==> config.mk <==
export PLATFORM = sky130hd
export DESIGN_NAME = async_ram_ctrl
export DESIGN_NICKNAME = d
export VERILOG_FILES = /design/src/rtl/async_ram_pkg.sv /design/src/rtl/async_ram_phase_cnt.sv /design/src/rtl/async_ram_ctrl.sv
export SDC_FILE = /design/constraint.sdc
export NUM_CORES = 1
export LEC_CHECK = 0
export ABC_AREA = 0
export CAP_MARGIN = 20
export CORE_AREA = 2 2 67 75
export CTS_BUF_LIST = sky130_fd_sc_hd__clkbuf_16
export DETAILED_ROUTE_END_ITERATION = 6
export DIE_AREA = 0 0 69 77
export HOLD_SLACK_MARGIN = 0.06
export PLACE_DENSITY = 0.77
export SLEW_MARGIN = 25
export SYNTH_ARGS = -nofsm -noshare
export SYNTH_HDL_FRONTEND = slang
export SYNTH_SLANG_ARGS = --single-unit
export TNS_END_PERCENT = 1
==> constraint.sdc <==
create_clock -name clk -period 2.1 [get_ports clk]
set_input_delay 0.42 -clock clk [delete_from_list [all_inputs] [get_ports clk]]
set_output_delay 0.42 -clock clk [all_outputs]
set_load 0.1 [all_outputs]
==> src/rtl/async_ram_pkg.sv <==
// Shared types and defaults for the asynchronous RAM controller.
// Also holds the helper that sizes the phase counter.
package async_ram_pkg;

    localparam int ADDR_W_DEF = 16;
    localparam int DATA_W_DEF = 8;

    typedef enum logic [2:0] {
        IDLE,
        SETUP,
        STROBE,
        HOLD,
        INIT
    } ctrl_state_t;

    typedef enum logic {
        OP_RD,
        OP_WR
    } ram_op_t;

    function automatic int max_cycles(input int a, input int b, input int c, input int d);
        int m;
        m = a;
        if (b > m) m = b;
        if (c > m) m = c;
        if (d > m) m = d;
        return m;
    endfunction

endpackage

==> src/rtl/async_ram_phase_cnt.sv <==
// Loadable down-counter that times one FSM phase.
// last is high while the count sits at 1, i.e. during the final cycle of the phase.
module async_ram_phase_cnt #(
    parameter int W = 2
) (
    input  logic         clk,
    input  logic         reset,
    input  logic         load_i,
    input  logic [W-1:0] load_val_i,
    output logic         last_o
);

    logic [W-1:0] cnt_q;

    always_ff @(posedge clk) begin
        if (reset) begin
            cnt_q <= '0;
        end else if (load_i) begin
            cnt_q <= load_val_i;
        end else if (cnt_q != '0) begin
            cnt_q <= cnt_q - W'(1);
        end
    end

    assign last_o = (cnt_q == W'(1));

endmodule

==> src/rtl/async_ram_ctrl.sv <==
// Clocked initiator for a 64K x 8 asynchronous RAM: sequences chip_en/strobes/addr/data
// around single-beat requests and issues timed clear pulses on the RAM reset pin.
module async_ram_ctrl
    import async_ram_pkg::*;
#(
    parameter int ADDR_W        = ADDR_W_DEF,
    parameter int DATA_W        = DATA_W_DEF,
    parameter int SETUP_CYCLES  = 1,
    parameter int STROBE_CYCLES = 2,
    parameter int HOLD_CYCLES   = 1,
    parameter int RST_CYCLES    = 2
) (
    input  logic              clk,
    input  logic              reset,
    input  logic              req_valid,
    output logic              req_ready,
    input  logic              req_we,
    input  logic [ADDR_W-1:0] req_addr,
    input  logic [DATA_W-1:0] req_wdata,
    output logic              rsp_valid,
    output logic [DATA_W-1:0] rsp_rdata,
    input  logic              init_req,
    output logic              init_done,
    output logic              ram_chip_en,
    output logic              ram_wr_en,
    output logic              ram_rd_en,
    output logic              ram_reset,
    output logic [ADDR_W-1:0] ram_addr,
    output logic [DATA_W-1:0] ram_data_in,
    input  logic [DATA_W-1:0] ram_data_out
);

    localparam int MAX_CYC = max_cycles(SETUP_CYCLES, STROBE_CYCLES, HOLD_CYCLES, RST_CYCLES);
    localparam int CNT_W   = $clog2(MAX_CYC + 1);

    ctrl_state_t       state_q;
    ram_op_t           op_q;
    logic              rsp_valid_q;
    logic [DATA_W-1:0] rsp_rdata_q;
    logic              init_done_q;
    logic              chip_en_q;
    logic              wr_en_q;
    logic              rd_en_q;
    logic              ram_reset_q;
    logic [ADDR_W-1:0] addr_q;
    logic [DATA_W-1:0] data_q;

    logic              cnt_load_d;
    logic [CNT_W-1:0]  cnt_val_d;
    logic              cnt_last;

    assign req_ready = (state_q == IDLE) && !init_req && !reset;

    // Counter is reloaded on every phase entry; init takes priority over a pending request.
    always_comb begin
        cnt_load_d = 1'b0;
        cnt_val_d  = '0;
        unique case (state_q)
            IDLE: begin
                if (init_req) begin
                    cnt_load_d = 1'b1;
                    cnt_val_d  = CNT_W'(RST_CYCLES);
                end else if (req_valid) begin
                    cnt_load_d = 1'b1;
                    cnt_val_d  = CNT_W'(SETUP_CYCLES);
                end
            end
            SETUP: begin
                if (cnt_last) begin
                    cnt_load_d = 1'b1;
                    cnt_val_d  = CNT_W'(STROBE_CYCLES);
                end
            end
            STROBE: begin
                if (cnt_last) begin
                    cnt_load_d = 1'b1;
                    cnt_val_d  = CNT_W'(HOLD_CYCLES);
                end
            end
            default: ;
        endcase
    end

    async_ram_phase_cnt #(
        .W(CNT_W)
    ) u_phase_cnt (
        .clk       (clk),
        .reset     (reset),
        .load_i    (cnt_load_d),
        .load_val_i(cnt_val_d),
        .last_o    (cnt_last)
    );

    always_ff @(posedge clk) begin
        if (reset) begin
            state_q     <= IDLE;
            op_q        <= OP_RD;
            rsp_valid_q <= 1'b0;
            rsp_rdata_q <= '0;
            init_done_q <= 1'b0;
            chip_en_q   <= 1'b0;
            wr_en_q     <= 1'b0;
            rd_en_q     <= 1'b0;
            ram_reset_q <= 1'b0;
            addr_q      <= '0;
            data_q      <= '0;
        end else begin
            rsp_valid_q <= 1'b0;
            init_done_q <= 1'b0;
            unique case (state_q)
                IDLE: begin
                    if (init_req) begin
                        state_q     <= INIT;
                        ram_reset_q <= 1'b1;
                        chip_en_q   <= 1'b0;
                    end else if (req_valid) begin
                        state_q   <= SETUP;
                        op_q      <= req_we ? OP_WR : OP_RD;
                        addr_q    <= req_addr;
                        data_q    <= req_wdata;
                        chip_en_q <= 1'b1;
                    end
                end
                SETUP: begin
                    if (cnt_last) begin
                        state_q <= STROBE;
                        wr_en_q <= (op_q == OP_WR);
                        rd_en_q <= (op_q == OP_RD);
                    end
                end
                STROBE: begin
                    if (cnt_last) begin
                        state_q     <= HOLD;
                        wr_en_q     <= 1'b0;
                        rd_en_q     <= 1'b0;
                        rsp_valid_q <= 1'b1;
                        // chip_en is still high here, so data_out is driven
                        if (op_q == OP_RD) begin
                            rsp_rdata_q <= ram_data_out;
                        end
                    end
                end
                HOLD: begin
                    if (cnt_last) begin
                        state_q   <= IDLE;
                        chip_en_q <= 1'b0;
                    end
                end
                INIT: begin
                    if (cnt_last) begin
                        state_q     <= IDLE;
                        ram_reset_q <= 1'b0;
                        init_done_q <= 1'b1;
                    end
                end
                default: begin
                    state_q <= IDLE;
                end
            endcase
        end
    end

    assign rsp_valid   = rsp_valid_q;
    assign rsp_rdata   = rsp_rdata_q;
    assign init_done   = init_done_q;
    assign ram_chip_en = chip_en_q;
    assign ram_wr_en   = wr_en_q;
    assign ram_rd_en   = rd_en_q;
    assign ram_reset   = ram_reset_q;
    assign ram_addr    = addr_q;
    assign ram_data_in = data_q;

endmodule

==> results of run 1 <==
-- critical path, stage by stage --
cell and delay, ps:
clkdlybuf4s50_1 430, or3_4 360, nor3_4 200, buf_12 200
-- cells by family (layout without fill, tap and decap cells) --
kind of cell    count (synthesis)  in the layout  synth area share [%]
buf+inv                        30            100                 7.708
xor+xnor                        2              2                0.9304
fa+ha+maj                       2              2                 1.329
mux                             1              1                0.5980
simple gates                   57             57                 17.34
flops                          44             44                 46.78
compound gates                 86             86                 25.32
-- report_power, final --
part / leakage [nW] / total (W) / internal, W / switching [W]
combinational: 0.620 / 0.000623 / 0.000204 / 0.000418
sequential: 0.358 / 0.000909 / 0.000880 / 0.0000286
clock: 0.0657 / 0.000728 / 0.000431 / 0.000297
total: 1.04 / 0.00226 / 0.00152 / 0.000744
-- flip-flops by register name, summed over array words and instances, names as in the netlist --
register,flops
ram_data_in,8
rsp_rdata,8
op_q,1
state_q,3
u_phase_cnt.cnt_q,2
ram_chip_en,1
init_done,1
ram_addr,16
ram_wr_en,1
rsp_valid,1
ram_reset,1
ram_rd_en,1
-- cell type report --
class                           count  area (sq um)
Fill cell                         436          1805
Timing Repair Buffer               86         760.7
Multi-Input combinational cell    148         873.3
Inverter                            7         26.28
Tap cell                           56         70.07
Clock inverter                      2         12.51
Clock buffer                        5         125.1
Sequential cell                    44         880.8
-- layer usage --
metal  global-route usage (%)  part of all wire, %  vias up
li1                         -                    -      932
met1                    22.98                   44      851
met2                    32.79                   49       59
met3                    3.679                  5.9        4
met4                    5.882                 0.94        0
met5                        0                    0        -
-- per-stage QoR --
stage                     total power (W)  worst slack [ps]  util (%)  hold WS [ps]
final                            0.002259             61.90     60.36         465.7
after global routing             0.002355             7.256     60.36         491.2
after CTS                        0.002284             48.08     60.36         469.1
after detailed placement         0.001549             61.52     57.34         460.9
after global placement           0.001543             60.42     57.34         451.4
after floorplan                  0.001373            -79.60         -         567.6
-- worst min-delay path by stage --
stage                     end  slack (ps)  depth (start not counted)
6_report       ram_data_in[3]         470                          2
3_3_place_gp   ram_data_in[3]         450                          2
2_1_floorplan            op_q         570                          2
5_1_grt          rsp_rdata[0]         490                          2
4_1_cts        ram_data_in[3]         470                          2
3_5_place_dp   ram_data_in[3]         460                          2
-- synth_stat cells, types with 2 or more instances --
cell	number	area share [%]
clkbuf_1	12	2.4
buf_6	3	1.8
o21ai_1	18	4.8
xor2_1	2	0.93
o21bai_1	2	0.80
nor3_1	2	0.53
buf_2	8	2.1
nand3_1	33	8.8
o31ai_1	2	0.80
o21ai_0	17	4.5
inv_1	7	1.4
o21ai_2	2	0.93
dfxtp_1	44	47
ha_1	2	1.3
a21oi_1	38	10
nand2_1	3	0.60
nor4bb_1	2	1.1
nand2b_1	3	1.0
nor2_1	5	1.0
==> run metrics, run 1 <==
outcome completed; row count 26; Final min period around 2000 ps; Fin. Hold Viols 0; synth warn 0; PwrDens 821.9 nW/um^2; root buffer cell clkbuf_16; fin area roughly 2700 sq um; grt total ovfl 0; Syn Area/Cell between 8 and 9 sq um; WL final around 5 mm; sequential share of the synthesized area between 40 and 50%; largest net degree at the start of global routing 43; TritonCTS clock tree built; reg2reg path depth 4; hold path start ram_data_in[3]; non-filler cells, final about 350; Hold Path Class flip-flop to flip-flop; layout cells sized above 1 a little over a fifth; # resized after CTS 0; Period Utilization, post-route a little over nine tenths; fin nets 331; I/O Pins 76; synthesis-to-finish area growth 45.98%; drt initial violations 84; Die Wd 69 microns; clk slew on worst S/H paths ~60 ps; clock skew 3.114 ps; cts hold-fix bufs 0; Slew @ Worst Pin 450.4 ps; Placed Area 2611 sq um; Post-synth EDFFs 0; critical-path maximum fanout 3; crit path launch type primary input; diode count 0; Clock Sink Count 44; clock buffer depth 2; Crit. End Element primary output; Yosys cell types 36; vias in the first global route between 1500 and 2000; Max Fclk slightly below 0.5 GHz; Worst R2R Start u_phase_cnt.cnt_q[0]; worst skew pair latency ~280 ps; global-route wire length before repair between 8 and 9 mm; most common cell after layout, fill and taps aside buf_4; I/O Buffers 75; dpl hpwl around 3.3 mm; critical path class primary input to primary output; H-tree Lvls 2; Lkg Pwr 1.044 nW; most frequent cells in the layout 48 x buf_4, 44 x dfxtp_1, 38 x a21oi_1; Synth Flop Type dfxtp_1; synthesized area roughly 1900 sq um; r2r setup slk roughly 430 ps; peak supply drop 0.0004911 V; Vias 1846; critical path data required time about 1700 ps; via/cell ratio about 5.3; Post-CTS Setup Bufs 0; Final setup viols 0; Post-synth ARST share 0%; Slew Viols, Final 0; critical path endpoint req_ready; WP data arrival 1620 ps; Placed Cells approximately 340; Final ANT Viol Nets 0; DR pass1 iterations 4; max cap viols 0; FF-to-FF End rsp_rdata[3]; per-cell routed wire length between 10 and 15 microns; Global Route Usage Sum 18.72%; Mapped Nets ~260; Die Area ~5300 sq um; Synth Register Bits 44; Initial Util approximately two fifths; Placer Congestion ~0.81; Max-slew headroom between 60% and 70%; Die Y roughly 77 microns; cell count after synthesis 222; initial antenna violation count 0; Num CTS Buffers 5; launch point of the worst path reset; RSZ-0062 raised after global routing no; setup TNS 0 ps; core area approximately 4600 sq um; drt drc 0
Note: power is estimated with default switching activity, not from simulation.
==> run 2: changes to the inputs <==
CORE_AREA = 2 2 69 77   (was 2 2 67 75)
DIE_AREA = 0 0 71 79   (was 0 0 69 77)
PLACE_DENSITY = 0.79   (was 0.77)
SYNTH_HIERARCHICAL = 1   (was default)
==> run 2 against run 1 <==
Against the previous run:
- worst setup slack improved by 69 ps
- area after synthesis rose by 12%
- sequential share of layout area fell by 2.5 points
- final area rose by 8.4%
- sequential cell count did not move
==> run metrics, run 2 <==
max cap viols 0; core area around 5000 sq um; most frequent cells in the layout 69 x nand2b_1, 44 x dfxtp_1, 42 x buf_4; area occupied by registers roughly 880 sq um; drt initial violations 82; vias in the first global route between 1500 and 2000; clk slew on worst S/H paths around 60 ps; post-synth top area share 41.61%; layout cells sized above 1 roughly 20%; WL final between 4 and 5 mm; Slew Viols, Final 0; Die Area 5609 sq um; global-route wire length before repair slightly below 7 mm; clock buffer depth 2; Critical Path Slowest Stage Cell clkdlybuf4s50_1; Max-slew headroom between 50% and 60%; DR pass1 iterations 4; Die Wd approximately 71 microns; switching power 0.0007793 W; Seq pwr share between 30% and 40%; Post-synth ARST share 0%; drt drc 0; largest net degree at the start of global routing 80; synth warn 6; launch point of the worst path init_req; Final ANT Viol Nets 0; row count 27; Placed Cells ~340; Vias ~1700; H-tree Lvls 2; Gate power share ~28%; Hold Path Class flip-flop to flip-flop; grt total ovfl 0; Syn Area/Cell 9.801 sq um; Cell Chain, Critical Path clkdlybuf4s50_1 -> nor4_4 -> buf_12; synthesized area 2117 sq um; Period Utilization, post-route between 90% and 100%; crit path launch type primary input; fillers around 430; Clock power frac about a third; synthesis-to-finish area growth 40.78%; cts hold-fix bufs 0; Sw Share between 30% and 40%; hold path start rsp_rdata[7]; crit-path max cell delay slightly below 600 ps; Fin. Hold Viols 0; clock skew between 5 and 6 ps; critical path data required time ~1700 ps; TritonCTS clock tree built; Slew @ Worst Pin roughly 620 ps; Placer Congestion between 0.7 and 0.8; worst slack, placed about 95 ps; root buffer cell clkbuf_16; Synth Register Bits 44; Max Fclk slightly above 0.5 GHz; Final min period about 2000 ps; Placed Area between 2000 and 3000 sq um; hold_ws 470.1 ps; Global Route Usage Sum between 10% and 20%; Final setup viols 0; Crit. End Element primary output; dpl hpwl 2.888 mm; I/O Pins 76; RSZ-0062 raised after global routing no; outcome completed; Lkg Pwr around 1.2 nW; Die Y ~80 microns; Setup WS post-layout 130.7 ps; Initial Util a little over two fifths; Num CTS Buffers 5; max reg flops 16; cell count after synthesis roughly 220; Post-CTS Setup Bufs 0; WP data arrival 1550 ps; most common cell after layout, fill and taps aside nand2b_1; diode count 0; I/O Buffers 75; critical-path maximum fanout 7; most numerous cell in the Yosys netlist nand2b_1; fin nets approximately 330; peak supply drop ~0.00050 V; internal cell power between 0.0015 and 0.002 W; worst skew pair latency 280 ps; Worst R2R Start state_q[1]; critical path class primary input to primary output; Post-synth EDFFs 0; fin area 2980 sq um; per-cell routed wire length between 10 and 15 microns; PwrDens 829.0 nW/um^2; Clock Sink Count 44; footprint of the multi-input gates approximately 1100 sq um; Yosys cell types 37; via/cell ratio about 5; non-filler cells, final 347; synth cell count leaders 69 x nand2b_1, 44 x dfxtp_1, 33 x mux2i_1, 10 x clkbuf_1, 6 x a21oi_1; top cells by area, synth dfxtp_1 42%, nand2b_1 20%, mux2i_1 16%, buf_12 1.9%, clkbuf_1 1.8%; Yosys top cell by area dfxtp_1; initial antenna violation count 0; sequential share of the synthesized area 41.61%; # resized after CTS 0; Synth Flop Type dfxtp_1; Mapped Nets between 200 and 300
-- run 2: per-layer routing --
| metal | up-vias | GRT usage (%) | share of wire [%] |
|---|---|---|---|
| met5 | - | 0 | 0 |
| met4 | 0 | 7.358 | 1.3 |
| met3 | 5 | 3.046 | 5.8 |
| met2 | 48 | 25.42 | 48 |
| met1 | 777 | 18.10 | 45 |
| li1 | 858 | - | - |
-- run 2: path summary, 6_finish.rpt --
| kind | cells past startpoint | endpoint | slack, ps |
|---|---|---|---|
| setup / recovery | 3 | req_ready | 130 |
| hold / removal | 2 | rsp_rdata[7] | 470 |
| setup reg to reg | 4 | ram_addr[2] | 440 |
| hold reg to reg | 2 | rsp_rdata[7] | 470 |
-- run 2: logic make-up (layout without fill, tap and decap cells) --
group	count (synthesis)	after routing	synth area share, %
multiplexers	33	33	15.60
flip-flops	44	44	41.61
AO/OA/AOI/OAI	18	18	5.734
buffers and inverters	19	92	5.378
adder cells (fa/ha/maj)	2	2	1.182
AND/OR/NAND/NOR	98	98	29.67
XOR/XNOR	2	2	0.8276
-- run 2: power groups by stage --
stage	clock network (W)	registers [W]	logic [W]
4_1_cts	0.000878	0.000936	0.000682
6_report	0.000856	0.000937	0.000678
3_3_place_gp	0	0.000953	0.000672
2_1_floorplan	0	0.00119	0.000276
5_1_grt	0.000906	0.000943	0.000717
3_5_place_dp	0	0.000953	0.000679
-- run 2: cell type report --
type                    count  area share (%)
clock buffers               5           4.198
clock inverters             3           1.301
well taps                  58           2.435
inverters                   4          0.5038
repair buffers             80           23.85
flip-flops and latches     44           29.55
multi-input cells         153           38.16
-- run 2: critical path, delay by kind of cell --
family / cells / cell delay (ps)
buffers and inverters: 2 / 790
AND/OR/NAND/NOR: 1 / 330
-- run 2: stage by stage --
| step | util (%) | total power (W) | setup TNS, ps |
|---|---|---|---|
| floorplan | - | 0.001464 | -108.7 |
| global placement | 57.50 | 0.001624 | 0 |
| detailed placement | 57.50 | 0.001633 | 0 |
| CTS | 60.84 | 0.002496 | 0 |
| global route | 60.84 | 0.002566 | 0 |
| finish | 60.84 | 0.002471 | 0 |
==> run 3: changes to the inputs <==
CAP_MARGIN = 0   (was 20)
REMOVE_ABC_BUFFERS = 1   (was default)
==> run 3 against run 2 <==
Against the previous run:
- final area is 0.29% lower
- highest routed layer unchanged
- clock skew shrank 3.1 ps
- largest power group unchanged
- global-route usage increased by 1.2 points
==> run metrics, run 3 (synthesis gave the netlist of run 2 again) <==
Power, Total 0.002454 W; Worst R2R Start state_q[0]; Max Fclk roughly 0.52 GHz; fillers ~420; Vias 1692; Num CTS Buffers 5; Initial Util between 40% and 50%; worst skew pair latency 280 ps; switching power between 0.0007 and 0.0008 W; RSZ-0062 raised after global routing no; TritonCTS clock tree built; critical-path maximum fanout 11; cts hold-fix bufs 0; vias in the first global route roughly 1500; crit path launch type flip-flop; DR pass1 iterations 4; WP data arrival ~1500 ps; PwrDens about 830 nW/um^2; core area roughly 4900 sq um; most common cell after layout, fill and taps aside nand2b_1; Clock power frac about 34%; # resized after CTS 0; global-route wire length before repair a little over 7 mm; H-tree Lvls 2; max reg flops 16; Max-slew headroom 62.29%; Sw Share roughly a third; FF-to-FF End ram_data_in[3]; Period Utilization, post-route 92.28%; Die Y approximately 79 microns; clock buffer depth 2; internal cell power ~0.0017 W; WL final about 4.4 mm; Hold Path Class flip-flop to flip-flop; setup TNS 0 ps; most frequent cells in the layout 69 x nand2b_1, 44 x dfxtp_1, 44 x buf_4; fin area approximately 3000 sq um; dpl hpwl ~3.0 mm; peak supply drop about 0.00054 V; Placed Area about 2800 sq um; Clock Sink Count 44; critical path class flip-flop to primary output; I/O Buffers between 70 and 80; largest net degree at the start of global routing 80; critical path endpoint req_ready; Lkg Pwr about 1.2 nW; I/O Pins 76; Crit. End Element primary output; grt total ovfl 0; Core Util, Final just over 60%; Slew Viols, Final 0; Post-CTS Setup Bufs 0; launch point of the worst path state_q[0]; Die Wd approximately 71 microns; Seq pwr share 38.0%; Die Area approximately 5600 sq um; clk slew on worst S/H paths about 60 ps; Placer Congestion 0.7652; Global Route Usage Sum 16.24%; diode count 0; Final ANT Viol Nets 0; outcome completed; hold_ws 474.4 ps; clock skew 2.311 ps; root buffer cell clkbuf_16; drt initial violations 100; r2r setup slk 470 ps; initial antenna violation count 0; row count 27; synthesis-to-finish area growth 40.37%; Final setup viols 0; Final min period 1938 ps; per-cell routed wire length between 10 and 15 microns; reg2reg path depth 4; Fin. Hold Viols 0; max cap viols 0; drt drc 0; fin nets 329; Slew @ Worst Pin roughly 570 ps; via/cell ratio a little under 5; Gate power share between 20 and 30%; critical path data required time between 1500 and 2000 ps; layout cells sized above 1 about 20%
## run 3: changes by cell type in the layout (fill, tap and decap cells not counted)
cell	before	now
buf_4	42	44
clkinv_2	1	0
inv_1	5	4
nor4_1	0	1
nor4_4	1	0
## run 3: cell type report
cell class                 count  area, sq um  share of cell area [%]
clock buffer                   5        125.1                   4.211
sequential                    44        880.8                   29.64
clock inverter                 1        30.03                   1.011
multi-input combinational    153         1122                   37.77
timing repair buffer          82        725.7                   24.42
inverter                       4        15.01                  0.5053
tap                           58        72.57                   2.442
## run 3: worst min path at each step
stage,endpoint,start,cells past startpoint
after floorplan,op_q,op_q,2
after global placement,ram_addr[4],ram_addr[4],2
after detailed placement,ram_addr[0],ram_addr[0],2
after CTS,rsp_rdata[2],rsp_rdata[2],2
after global routing,rsp_rdata[4],rsp_rdata[4],2
final,ram_addr[3],ram_addr[3],2
## run 3: metrics by stage
stage,setup WS (ps),cells
floorplan,-1832,201
global placement,198.9,341
detailed placement,162.3,341
CTS,158.2,347
global route,84.55,347
finish,162.0,347
## run 3: worst max-delay path: stages, from the launching register on
cell and delay [ps]:
dfxtp_1 400, or2_4 320, nor4_1 190, buf_4 170, buf_12 160
## run 3: power groups by stage
stage / sequential (W) / combinational [W] / clock (W)
6_report: 0.000934 / 0.000680 / 0.000841
5_1_grt: 0.000942 / 0.000720 / 0.000907
4_1_cts: 0.000933 / 0.000686 / 0.000867
3_5_place_dp: 0.000949 / 0.000682 / 0
3_3_place_gp: 0.000950 / 0.000673 / 0
2_1_floorplan: 0.00120 / 0.000225 / 0
## run 3: routing by layer
metal	part of all wire, %	wire [microns]	global-route usage [%]	up-vias
met5	0	0	0	-
met4	1.1	48	4.528	0
met3	5.4	239	4.695	5
met2	49	2149	25.79	47
met1	45	1965	21.52	772
li1	-	-	-	868
